`src/rtl/cpu_sequencer.sv`:
```
// cpu_sequencer: multi-cycle fetch/decode/execute/writeback control for the RV32 core
module cpu_sequencer #(
    parameter int CNT_W   = 32,
    parameter int TIMEOUT = 16
) (
    input  logic             clk,
    input  logic             rst_n,
    input  logic             start,
    input  logic [31:0]      mem_rdata,
    input  logic             mem_ack,
    output logic             mem_req,
    output logic             mem_we,
    output logic             mem_addr_sel,
    output logic [31:0]      ir,
    output logic             rf_we,
    output logic             pc_we,
    output logic             halt,
    output logic             illegal,
    output logic             bus_err,
    output logic [CNT_W-1:0] retired
);

    typedef enum logic [2:0] {
        S_IDLE, S_FETCH, S_DECODE, S_EXEC, S_MEM, S_WB, S_HALT
    } state_t;

    state_t             state_q, state_d;
    logic [7:0]         wait_q, wait_d;
    logic [31:0]        ir_q, ir_d;
    logic [CNT_W-1:0]   retired_q, retired_d;
    logic               illegal_q, illegal_d;
    logic               bus_err_q, bus_err_d;
    logic               in_mem, timeout, is_alu, is_store, is_ebreak;

    assign in_mem    = state_q == S_FETCH || state_q == S_MEM;
    assign timeout   = !mem_ack && wait_q == 8'(TIMEOUT - 1);
    assign is_alu    = ir_q[6:0] == 7'b0010011 || ir_q[6:0] == 7'b0110011;
    assign is_store  = ir_q[6:0] == 7'b0100011;
    assign is_ebreak = ir_q[6:0] == 7'b1110011;

    // State and datapath registers; reset drops every strobe immediately
    always_ff @(posedge clk or negedge rst_n) begin
        if (!rst_n) begin
            state_q   <= S_IDLE;
            wait_q    <= '0;
            ir_q      <= '0;
            retired_q <= '0;
            illegal_q <= 1'b0;
            bus_err_q <= 1'b0;
        end else begin
            state_q   <= state_d;
            wait_q    <= wait_d;
            ir_q      <= ir_d;
            retired_q <= retired_d;
            illegal_q <= illegal_d;
            bus_err_q <= bus_err_d;
        end
    end

    // Next state: ack wins over timeout on the last allowed wait cycle
    always_comb begin
        state_d = state_q;
        case (state_q)
            S_IDLE:   state_d = start ? S_FETCH : S_IDLE;
            S_FETCH:  state_d = mem_ack ? S_DECODE : (timeout ? S_HALT : S_FETCH);
            S_DECODE: state_d = is_alu ? S_EXEC : (is_store ? S_MEM : S_HALT);
            S_EXEC:   state_d = S_WB;
            S_WB:     state_d = S_FETCH;
            S_MEM:    state_d = mem_ack ? S_FETCH : (timeout ? S_HALT : S_MEM);
            default:  state_d = S_HALT;
        endcase
    end

    // Datapath next values; wait count restarts whenever a memory state is (re)entered
    always_comb begin
        wait_d    = (in_mem && state_d == state_q) ? wait_q + 8'd1 : 8'd0;
        ir_d      = (state_q == S_FETCH && mem_ack) ? mem_rdata : ir_q;
        retired_d = pc_we ? retired_q + CNT_W'(1) : retired_q;
        illegal_d = illegal_q | (state_q == S_DECODE && !is_alu && !is_store && !is_ebreak);
        bus_err_d = bus_err_q | (in_mem && timeout);
    end

    // Outputs decoded from state; pc_we in MEM is qualified by the ack
    always_comb begin
        mem_req      = in_mem;
        mem_we       = state_q == S_MEM;
        mem_addr_sel = state_q == S_MEM;
        rf_we        = state_q == S_WB;
        pc_we        = state_q == S_WB || (state_q == S_MEM && mem_ack);
        halt         = state_q == S_HALT;
        illegal      = illegal_q;
        bus_err      = bus_err_q;
        ir           = ir_q;
        retired      = retired_q;
    end

endmodule

```
`config.mk`:
```
export PLATFORM = sky130hd
export DESIGN_NAME = cpu_sequencer
export DESIGN_NICKNAME = d
export VERILOG_FILES = /design/src/rtl/cpu_sequencer.sv
export SDC_FILE = /design/constraint.sdc
export NUM_CORES = 1
export LEC_CHECK = 0
export CAP_MARGIN = 15
export CORE_MARGIN = 3
export CORE_UTILIZATION = 50
export DETAILED_ROUTE_END_ITERATION = 7
export DONT_BUFFER_PORTS = 1
export SLEW_MARGIN = 20
export SYNTH_ARGS = -nofsm -noshare
export SYNTH_HDL_FRONTEND = slang
export SYNTH_SLANG_ARGS = --single-unit
```
`constraint.sdc`:
```
create_clock -name clk -period 2.6 [get_ports clk]
set_clock_uncertainty 0.05 [all_clocks]
set_input_delay 0.78 -clock clk [delete_from_list [all_inputs] [get_ports clk]]
set_output_delay 0.78 -clock clk [all_outputs]
set_load 0.05 [all_outputs]
```
**Word-level counts from Yosys, hierarchy flattened**

Cells that the tools add are included.

- Bits in latches: 0
- Bits of input ports: 36
- Output and inout port bits: 72
- Word-level logic and storage cells: 47
- ROM bits: 0
- Flip-flop bits (word level): 77
- Bits in writable memories: 0
- Memories kept: 0

- Shift operators: 0
- Muxes and demuxes: 9
- $add $sub $neg: 2
- Bitwise gates (word level): 2
- Divide/modulo/power cells: 0
- Magnitude comparators: 0
- Equality and inequality tests: 12
- Multiply operators: 0
- Reduce and logical (&&, ||, !) cells: 16

Operators by type and width:

| cell | number |
|---|---|
| 32-bit by 1-bit adder with 32-bit output, second input constant | 1 |
| 3-bit one-hot mux with 6 select lines | 1 |
| 7-bit by 6-bit == test with 1-bit output, second input constant | 2 |
| 3-bit 2-to-1 mux | 4 |
| 3-bit == test, second input constant | 3 |
| 8-bit by 1-bit adder with 8-bit output, second input constant | 1 |
| 8-bit by 4-bit == test with 1-bit output, second input constant | 1 |
| 1-bit logical AND | 8 |
| 8-bit 2-to-1 mux | 1 |
| 7-bit by 5-bit == test with 1-bit output, second input constant | 1 |
| 7-bit == test, second input constant | 1 |
| 3-bit by 2-bit == test with 1-bit output, second input constant | 2 |
| 1-bit zero test | 4 |
| 2-bit 2-to-1 mux | 2 |
| 3-bit by 1-bit == test with 1-bit output, second input constant | 1 |
| 3-bit == test | 1 |
| 3-bit zero test | 1 |
| 1-bit logical OR | 3 |
| 1-bit OR | 2 |
| 1-bit 2-to-1 mux | 1 |

**Depth between registers and ports, before layout**

- Word-level depth: 8
- Mapped depth: 6
- Depth with buffers taken out: 5

**Worst setup path after synthesis**

No wires, ideal clock.

- Path kind: register -> output
- Start: reg state_q[1]
- End: out mem_we
- Data required time: 1.770 ns
- Arrival: 1.655 ns
- Setup slack: 0.115 ns
- Path buffers: 1
- Stages on the path, launching flop included: 4
- Cell sequence: dfrtp_1 nand2b_1 nor2_1 buf_4

- Longest elaborated chain between the ends: 1

Ends and longest elaborated chain:

| element | RTL line | text |
|---|---|---|
| start, declared | 27 | `state_t state_q, state_d;` |
| start signal, assigned | 51 | `state_q <= state_d;` |
| 3-bit == test | - |  |
| end, declared | 12 | `output logic mem_we,` |

No other way between the ends.

**Worst setup path after layout**

- Start: reg state_q[0]
- End: out halt

- Longest elaborated chain between the ends: 1

Ends and longest elaborated chain:

| element | RTL line | text |
|---|---|---|
| 3-bit == test | 90 | `halt = state_q == S_HALT;` |
| end, declared | 17 | `output logic halt,` |

No other way between the ends.

==> key figures <==
Global route
  • Grt ovf: 0
  • Largest net degree at the start of global routing: 78
  • Vias in the first global route: 2150
  • GRT Overall Usage: 0.1797
  • Global-route wire length before repair: 10740 um
  • Initial antenna violation count: 0

Detailed routing
  • DR pass1 iterations: 4
  • Routed vias: 2184
  • Starting DRT DRC Count: 114
  • Routed length per instance: 17.27 um
  • DR DRC count: 0
  • WL final: 6771 um
  • Final ANT Viol Nets: 0
  • Vias/cell: 5.571

Clock network
  • CTS tree: built
  • Post-cts gate resize count: 0
  • Clock tree buffer depth: 2
  • Post-CTS setup buffer count: 0
  • Clk_lat worst skew: 0.33 ns
  • Clock root buffer: clkbuf_8
  • Total CTS buffers: 9
  • Number of H-tree levels: 3
  • CTS clk-pin slew, worst paths: 0.08 ns
  • CTS hold repair buffers: 0
  • CTS Sinks: 77

Timing
  • Hold Vio Cnt, Final: 0
  • Worst slew pin tran: 0.6881 ns
  • RSZ-0062 raised after global routing: false
  • Finish-stage setup viols: 0
  • Min cycle time layout: 2.338 ns
  • Rel. slew slack: 0.5408
  • Setup tns final: 0 ns
  • Tcrit/Tclk final: 0.8992
  • Hold Slack: 0.08369 ns
  • Final worst setup slack: 0.2622 ns
  • FMAX: 427.7 MHz
  • Slew Viols, Final: 0

Power and ir drop
  • Clock share of power: 0.449
  • VDD IR max: 400.7 uV
  • Sw Ratio: 0.2195
  • Pwr dens: 642.3 nW/um2
  • Gate power share: 0.018
  • Leak pwr: 0.001754 uW
  • Register share of total power: 0.533
  • Tot Pwr: 2521 uW
  • Psw: 553.3 uW
  • Pint: 1968 uW

Flow run
  • Max-cap violations: 0

Floorplanning
  • Row count: 29
  • Initial Util: 0.5250
  • Core ar.: 6459 um2
  • Top-Level Pins: 108
  • Die Y: 88.35 um
  • Die area: 7806 um2
  • Die X: 88.35 um

Yosys
  • Sequential fraction of the synthesis area: 0.5683
  • Most common flop cell mapped by yosys: dfrtp_1
  • Avg Synthesized Cell Area: 12.15 um2
  • Post-synth EDFFs: 0
  • Syn nets: 317
  • Synth async-reset ratio: 1.000
  • Yosys reg bits: 77
  • Post-Syn Instances: 279
  • Post-Synthesis Cell Area: 3391 um2
  • YS warnings: 0
  • Yosys cell types: 38

Critical path
  • CP Capture Type: primary output
  • CP arrival: 1.51 ns
  • Critical path startpoint: state_q[0]
  • Reg-to-reg startpoint: retired[18]
  • CP peak stage delay: 0.49 ns
  • Cell Chain, Critical Path: buf_4 -> inv_1 -> and3_1
  • Critical path startpoint category: flip-flop
  • WP buf/inv: 2
  • Worst Path Max Fanout: 7
  • Crit-path slowest cell: and3_1
  • WS Path Type: reg2out
  • Top Family by Delay on Critical Path: simple AND/OR/NAND/NOR gates
  • Req. time, crit path: 1.77 ns

Status
  • Status: completed

Placed design
  • I/O Buffers: 0
  • Dpl hpwl: 4551 um
  • Pre-CTS setup slack: 0.1200 ns
  • Cell Area, Placed: 3664 um2
  • Final Wtd Congestion: 0.7905

Layout
  • Final net count: 348
  • Cell area after layout: 3925 um2
  • Share of layout cells above drive strength 1: 0.2857
  • Area growth syn-to-layout: 15.76%
  • Ant diodes: 0

Worst hold path
  • HP Class: in2async
## path summary, 6_finish.rpt
path,end,slack (ns),depth (start not counted)
worst max register to register,retired[31],0.65,4
min in group clk,wait_q[0],0.42,1
worst min register to register,wait_q[0],0.42,1
max in group asynchronous,retired[27],2.29,0
worst min-delay path,illegal,0.08,0
worst max-delay path,halt,0.26,3
## per-layer routing
metal / GRT usage / vias to the layer above / share of wire
met1: 0.2542 / 1075 / 0.46
met2: 0.2570 / 66 / 0.46
met5: 0 / - / 0
met3: 0.05959 / 8 / 0.070
li1: - / 1035 / -
met4: 0.07005 / 0 / 0.013
## layout by cell type (no fill, tap or decap), types with 2 or more instances in the layout
cell / n
nor2_2: 3
and3_1: 7
xnor2_1: 34
and2_1: 2
nor2_1: 18
ha_1: 2
nand2b_1: 4
bufinv_16: 3
mux2_2: 33
inv_1: 6
nor3_1: 4
clkbuf_8: 12
nor4_1: 3
a21oi_1: 3
nand4_1: 17
o21ai_0: 5
dfrtp_1: 77
xor2_1: 4
o211ai_1: 2
and4_1: 2
buf_4: 32
nand3_1: 12
nand2_1: 15
nand3_2: 2
## synthesized netlist by cell type (3+ instances only)
cell	n	area share
buf_4	4	0.0089
nand2_1	15	0.017
and3_1	7	0.013
mux2_2	33	0.11
nand3_1	12	0.018
o21ai_0	5	0.0074
buf_2	4	0.0059
xor2_1	4	0.010
inv_1	6	0.0066
nor4_1	3	0.0055
dfrtp_1	77	0.57
nor3_1	4	0.0059
xnor2_1	34	0.088
nand4_1	17	0.031
nor2_1	20	0.022
nand2b_1	4	0.0074
a21oi_1	3	0.0044
## sequential cells by signal, summed over array words and instances, names as in the netlist
signal / cells
bus_err: 1
state_q: 3
illegal: 1
retired: 32
wait_q: 8
ir: 32
## through the flow
| step | cells | utilization |
|---|---|---|
| after floorplan | 279 | - |
| after global placement | 376 | 0.5672 |
| after detailed placement | 376 | 0.5672 |
| after CTS | 392 | 0.6073 |
| after global routing | 392 | 0.6077 |
| final | 392 | 0.6077 |
## cells by family after synthesis
| group | after synthesis | synth area share |
|---|---|---|
| buf+inv | 18 | 0.02804 |
| mux | 33 | 0.1096 |
| fa+ha+maj | 2 | 0.007379 |
| simple gates | 97 | 0.1627 |
| xor+xnor | 38 | 0.09816 |
| flops | 77 | 0.5683 |
| compound gates | 14 | 0.02583 |
## power by group through the flow
| stage | Sequential, uW | Clock, uW | Combinational, uW |
|---|---|---|---|
| floorplan | 1370 | 0 | 30.7 |
| global placement | 1370 | 0 | 44.1 |
| detailed placement | 1370 | 0 | 46.3 |
| CTS | 1350 | 1160 | 46.1 |
| global route | 1350 | 1220 | 49.7 |
| finish | 1340 | 1130 | 45.6 |
## final cells by class
class                           count  area [um2]
Fill cell                         539        2534
Multi-Input combinational cell    184        1380
Inverter                            6       22.52
Sequential cell                    77        1927
Clock buffer                       13       168.9
Tap cell                           77       96.34
Clock inverter                      3       90.09
Timing Repair Buffer               32       240.2
Note: power is estimated with default switching activity, not from simulation.
